===== config.mk =====
export PLATFORM = sky130hd
export DESIGN_NAME = mpf_prim_fifo_lutram
export DESIGN_NICKNAME = d
export VERILOG_FILES = /design/src/rtl/mpf_prim_fifo_lutram_pkg.sv /design/src/rtl/mpf_prim_lutram_ram.sv /design/src/rtl/mpf_prim_fifo_lutram.sv
export SDC_FILE = /design/constraint.sdc
export NUM_CORES = 1
export LEC_CHECK = 0
export BUFFER_PORTS_ARGS = -buffer_cell sky130_fd_sc_hd__buf_2
export CORE_MARGIN = 2
export CORE_UTILIZATION = 45
export CTS_CLUSTER_DIAMETER = 200
export DETAILED_ROUTE_END_ITERATION = 10
export PLACE_DENSITY = 0.73
export RECOVER_POWER = 50
export SLEW_MARGIN = 20
export SYNTH_ARGS = -nofsm -noshare
export SYNTH_HDL_FRONTEND = slang
export SYNTH_HIERARCHICAL = 1
export SYNTH_SLANG_ARGS = --single-unit
export TNS_END_PERCENT = 5

===== constraint.sdc =====
create_clock -name clk -period 2.85 [get_ports clk]
set_input_delay 0.57 -clock clk [delete_from_list [all_inputs] [get_ports clk]]
set_output_delay 0.57 -clock clk [all_outputs]
set_load 0.02 [all_outputs]

===== src/rtl/mpf_prim_fifo_lutram_pkg.sv =====
// rtl/mpf_prim_fifo_lutram_pkg.sv - shared helpers for the LUT-RAM FIFO primitives
package mpf_prim_fifo_lutram_pkg;

    // Number of address bits needed to index 'value' entries.
    function automatic int mpf_clog2(input int value);
        int result;
        int v;
        result = 0;
        v = value - 1;
        while (v > 0) begin
            result = result + 1;
            v = v >> 1;
        end
        return result;
    endfunction

endpackage


===== src/rtl/mpf_prim_lutram_ram.sv =====
// rtl/mpf_prim_lutram_ram.sv - LUT RAM with synchronous write and combinational read
module mpf_prim_lutram_ram
    import mpf_prim_fifo_lutram_pkg::*;
#(
    parameter int N_ENTRIES   = 2,
    parameter int N_DATA_BITS = 32
) (
    input  logic                               clk,
    input  logic [mpf_clog2(N_ENTRIES)-1:0]    raddr,
    output logic [N_DATA_BITS-1:0]             rdata,
    input  logic [mpf_clog2(N_ENTRIES)-1:0]    waddr,
    input  logic                               wen,
    input  logic [N_DATA_BITS-1:0]             wdata
);

    logic [N_DATA_BITS-1:0] mem [N_ENTRIES];

    always_ff @(posedge clk) begin
        if (wen) begin
            mem[waddr] <= wdata;
        end
    end

    assign rdata = mem[raddr];

endmodule


===== src/rtl/mpf_prim_fifo_lutram.sv =====
// rtl/mpf_prim_fifo_lutram.sv - LUT-RAM FIFO with optional registered/bypassed output stage
module mpf_prim_fifo_lutram
    import mpf_prim_fifo_lutram_pkg::*;
#(
    parameter int N_DATA_BITS        = 32,
    parameter int N_ENTRIES          = 2,
    parameter int THRESHOLD          = 1,
    parameter int REGISTER_OUTPUT    = 0,
    parameter int BYPASS_TO_REGISTER = 0
) (
    input  logic                   clk,
    input  logic                   reset,
    input  logic [N_DATA_BITS-1:0] enq_data,
    input  logic                   enq_en,
    output logic                   notFull,
    output logic                   almostFull,
    output logic [N_DATA_BITS-1:0] first,
    input  logic                   deq_en,
    output logic                   notEmpty
);

    localparam int PTR_BITS = mpf_clog2(N_ENTRIES);
    localparam int CNT_BITS = PTR_BITS + 1;
    localparam logic [CNT_BITS-1:0] CNT_FULL = CNT_BITS'(N_ENTRIES);

    logic [PTR_BITS-1:0]    wr_ptr;
    logic [PTR_BITS-1:0]    rd_ptr;
    logic [CNT_BITS-1:0]    cnt;
    logic [CNT_BITS-1:0]    free_slots;
    logic [N_DATA_BITS-1:0] ram_rdata;
    logic                   ram_empty;
    logic                   enq_ok;
    logic                   ram_wen;
    logic                   ram_ren;
    logic                   bypass;

    // Full/almost-full track RAM occupancy only, from registered state.
    assign ram_empty  = (cnt == '0);
    assign notFull    = (cnt != CNT_FULL);
    assign free_slots = CNT_FULL - cnt;
    assign almostFull = (int'(free_slots) <= THRESHOLD);
    assign enq_ok     = enq_en && notFull;
    assign ram_wen    = enq_ok && !bypass;

    mpf_prim_lutram_ram #(
        .N_ENTRIES   (N_ENTRIES),
        .N_DATA_BITS (N_DATA_BITS)
    ) u_ram (
        .clk   (clk),
        .raddr (rd_ptr),
        .rdata (ram_rdata),
        .waddr (wr_ptr),
        .wen   (ram_wen),
        .wdata (enq_data)
    );

    always_ff @(posedge clk or negedge reset) begin
        if (!reset) begin
            wr_ptr <= '0;
            rd_ptr <= '0;
            cnt    <= '0;
        end else begin
            if (ram_wen) begin
                wr_ptr <= wr_ptr + PTR_BITS'(1);
            end
            if (ram_ren) begin
                rd_ptr <= rd_ptr + PTR_BITS'(1);
            end
            if (ram_wen && !ram_ren) begin
                cnt <= cnt + CNT_BITS'(1);
            end else if (!ram_wen && ram_ren) begin
                cnt <= cnt - CNT_BITS'(1);
            end
        end
    end

    if (REGISTER_OUTPUT != 0) begin : g_reg_out
        logic                   out_valid;
        logic [N_DATA_BITS-1:0] out_data;
        logic                   load;

        // The register refills whenever it is empty or being consumed.
        assign load    = !out_valid || deq_en;
        assign ram_ren = load && !ram_empty;
        assign bypass  = (BYPASS_TO_REGISTER != 0) && load && ram_empty && enq_ok;

        always_ff @(posedge clk or negedge reset) begin
            if (!reset) begin
                out_valid <= 1'b0;
                out_data  <= '0;
            end else if (load) begin
                if (!ram_empty) begin
                    out_data  <= ram_rdata;
                    out_valid <= 1'b1;
                end else if (bypass) begin
                    out_data  <= enq_data;
                    out_valid <= 1'b1;
                end else begin
                    out_valid <= 1'b0;
                end
            end
        end

        assign first    = out_data;
        assign notEmpty = out_valid;
    end else begin : g_comb_out
        // An enqueue into an empty RAM is not visible yet, so a same-cycle dequeue is dropped.
        assign ram_ren  = deq_en && !ram_empty;
        assign bypass   = 1'b0;
        assign first    = ram_rdata;
        assign notEmpty = !ram_empty;
    end

    a_enq_when_full : assert property (@(posedge clk) disable iff (!reset) enq_en |-> notFull)
        else $warning("mpf_prim_fifo_lutram: enqueue while full ignored");
    a_deq_when_empty : assert property (@(posedge clk) disable iff (!reset) deq_en |-> notEmpty)
        else $warning("mpf_prim_fifo_lutram: dequeue while empty ignored");

endmodule


==> out/metrics.cfg <==
[power_and_ir_drop]
p_leak_nw=1.34
swShare_pct=30.9
vdd_drop_max_uv=714
switching_power_mw=1.14
pwr-share-comb_pct=36.1
pwr-share-seq_pct=39.6
clockPowerShare_pct=24.3
p_int_mw=2.56
p_per_area_nw_per_um2=1110
power.total_mw=3.70

[yosys]
yosys.area.top_type=edfxtp_1
synth_cells=121
synth_top_area_share_pct=71.5
synth_area_leaders=edfxtp_1, mux2_4, dfrtp_1, buf_12, ha_1
syn-num-nets=160
yosysUniqueCellTypes=14
syn-cell-area_um2=2690
yosysSeqAreaShare_pct=75.2
syn_avg_cell_area_um2=22.2
ys_warn_count=6
synth-seq-cells=68

[clock_tree]
holdBufCountCts=0
insertion_delay_ns=0.32
clock-sinks=68
clockBufferDepth=2
cts_setup_buffers=0
htreeDepth=3
clk_pin_slew_ns=0.06
cts_resized=0
numCtsBuffers=9
clock-root-buffer=clkbuf_8
cts_tree=done

[setup_path]
cp-endpoint=first[29]
cp.arrival_ns=1.66
criticalPathCategory=reg -> out
rr_endpoint=u_ram/mem[1][10]
r2r_slack_ns=0.67
cp-startpoint=rd_ptr
end_kind=output pin
worst_r2r_path_depth=5
r2r-start=cnt[0]
crit_fanout=26
critPathLaunchType=register
cp.required_ns=2.28

[sta]
min_period_over_period_pct=78.1
setup_ws_ns=0.625
max_freq_mhz=449
skew_ns=0.00567
rsz0062_at_grt=no
setup_viol=0
holdWs_ns=0.0755
setup_tns_ns=0
tightest_slew_ns=0.872
slew_violations=0
period_needed_ns=2.23
hold_viol_final=0
slew_headroom_pct=41.9

[placed_design]
hpwl_mm=2.83
place_area_um2=3130
pre_cts_ws_ns=0.823
portBuffers=70
gp_congestion=0.665

[floorplanning]
start_util_pct=46.0
die_w_um=81.3
die_h_um=81.3
num_rows=28
core_um2=5850
pin_count=71
dieArea_um2=6610

[global_routing]
grt_overflow=0
grt_pass1_vias=1331
grt_pass1_wl_mm=6.14
grt_max_degree=27
antenna_found_initial=0
grt_usage_pct=13.1

[drt]
viasPerCell=4.61
vias=1299
postRouteAntennaNets=0
drtPass1Iterations=4
wire_per_inst_um=14.4
drt_iter0_drc=70
finalWirelength_mm=4.05
route.detailed.drc=0

[finish]
nNetsFinal=241
drive_gt1_share_pct=50.7
synthToLayoutAreaGrowth_pct=24.0
fin_area_um2=3330
diodes=0

[hold_path]
hp-class=in -> async

[job]
drv_cap=0

[outcome]
status=finished, final reports clean

==> critical path: stages (launching register included) <==
cell	delay [ns]
dfrtp_2	0.52
buf_12	0.26
mux2_2	0.37
buf_2	0.16
==> cells in the final DEF, fill, tap and decap left out, types with 2 or more instances in the layout <==
cell type	n
ha_1	3
xnor2_1	3
mux2_4	30
bufinv_16	3
buf_2	55
mux2_2	2
edfxtp_1	64
clkbuf_8	9
dfrtp_1	3
buf_12	2
clkbuf_1	17
xor2_1	2
clkinv_1	2
inv_1	4
==> logic make-up after synthesis <==
logic type | Yosys count | share of synthesized area (%)
DFF | 68 | 75.2
and+or+nand+nor | 5 | 0.977
buffers and inverters | 8 | 3.21
muxes | 32 | 17.6
xor gates and xnor gates | 5 | 1.63
adders and majority gates | 3 | 1.40
==> worst min-delay path by stage <==
stage / from / to / slack (ns) / depth (start not counted)
floorplan: reset / cnt[0] / 0.27 / 0
global placement: reset / cnt[1] / 0.38 / 1
detailed placement: reset / cnt[1] / 0.39 / 1
CTS: reset / wr_ptr / 0.03 / 1
global route: reset / wr_ptr / 0.08 / 1
finish: reset / wr_ptr / 0.08 / 1
==> flip-flops by register name, indices dropped and copies added, names as in the netlist <==
signal,cells
u_ram/mem,64
cnt,2
rd_ptr,1
wr_ptr,1
==> synth_stat cells <==
cell type and count:
nor2b_1 2, xnor2_1 3, buf_12 3, mux2_2 2
xor2_1 2, edfxtp_1 64, nand2_1 1, nor2_1 1
inv_1 4, and2_1 1, ha_1 3, buf_6 1
mux2_4 30, dfrtp_1 4
==> power groups by stage <==
stage	Clock, mW	Combinational (mW)	Sequential, mW
5_1_grt	0.962	1.44	1.49
3_5_place_dp	0	1.37	1.49
2_1_floorplan	0	1.09	1.45
6_report	0.900	1.34	1.47
3_3_place_gp	0	1.36	1.48
4_1_cts	0.918	1.37	1.47
==> per-layer routing <==
layer  global-route usage, %  routed length [µm]  vias up
met5                       0                   0        -
met4                    8.14                  65        0
met3                    3.67                 218        6
met2                    21.5                2080       40
met1                    15.1                1690      631
li1                        -                   -      622
==> per-stage QoR <==
step | std cells | util, %
floorplan | 121 | -
global placement | 266 | 53.4
detailed placement | 266 | 53.4
CTS | 282 | 57.4
global route | 282 | 57.0
finish | 282 | 57.0
==> cell type report <==
type,count,area [µm²]
inverters,4,15.0
well taps,75,93.8
fillers,451,2520
repair buffers,74,383
flip-flops and latches,68,2020
multi-input cells,45,588
clock inverters,6,103
clock buffers,10,128
Note: power is estimated with default switching activity, not from simulation.
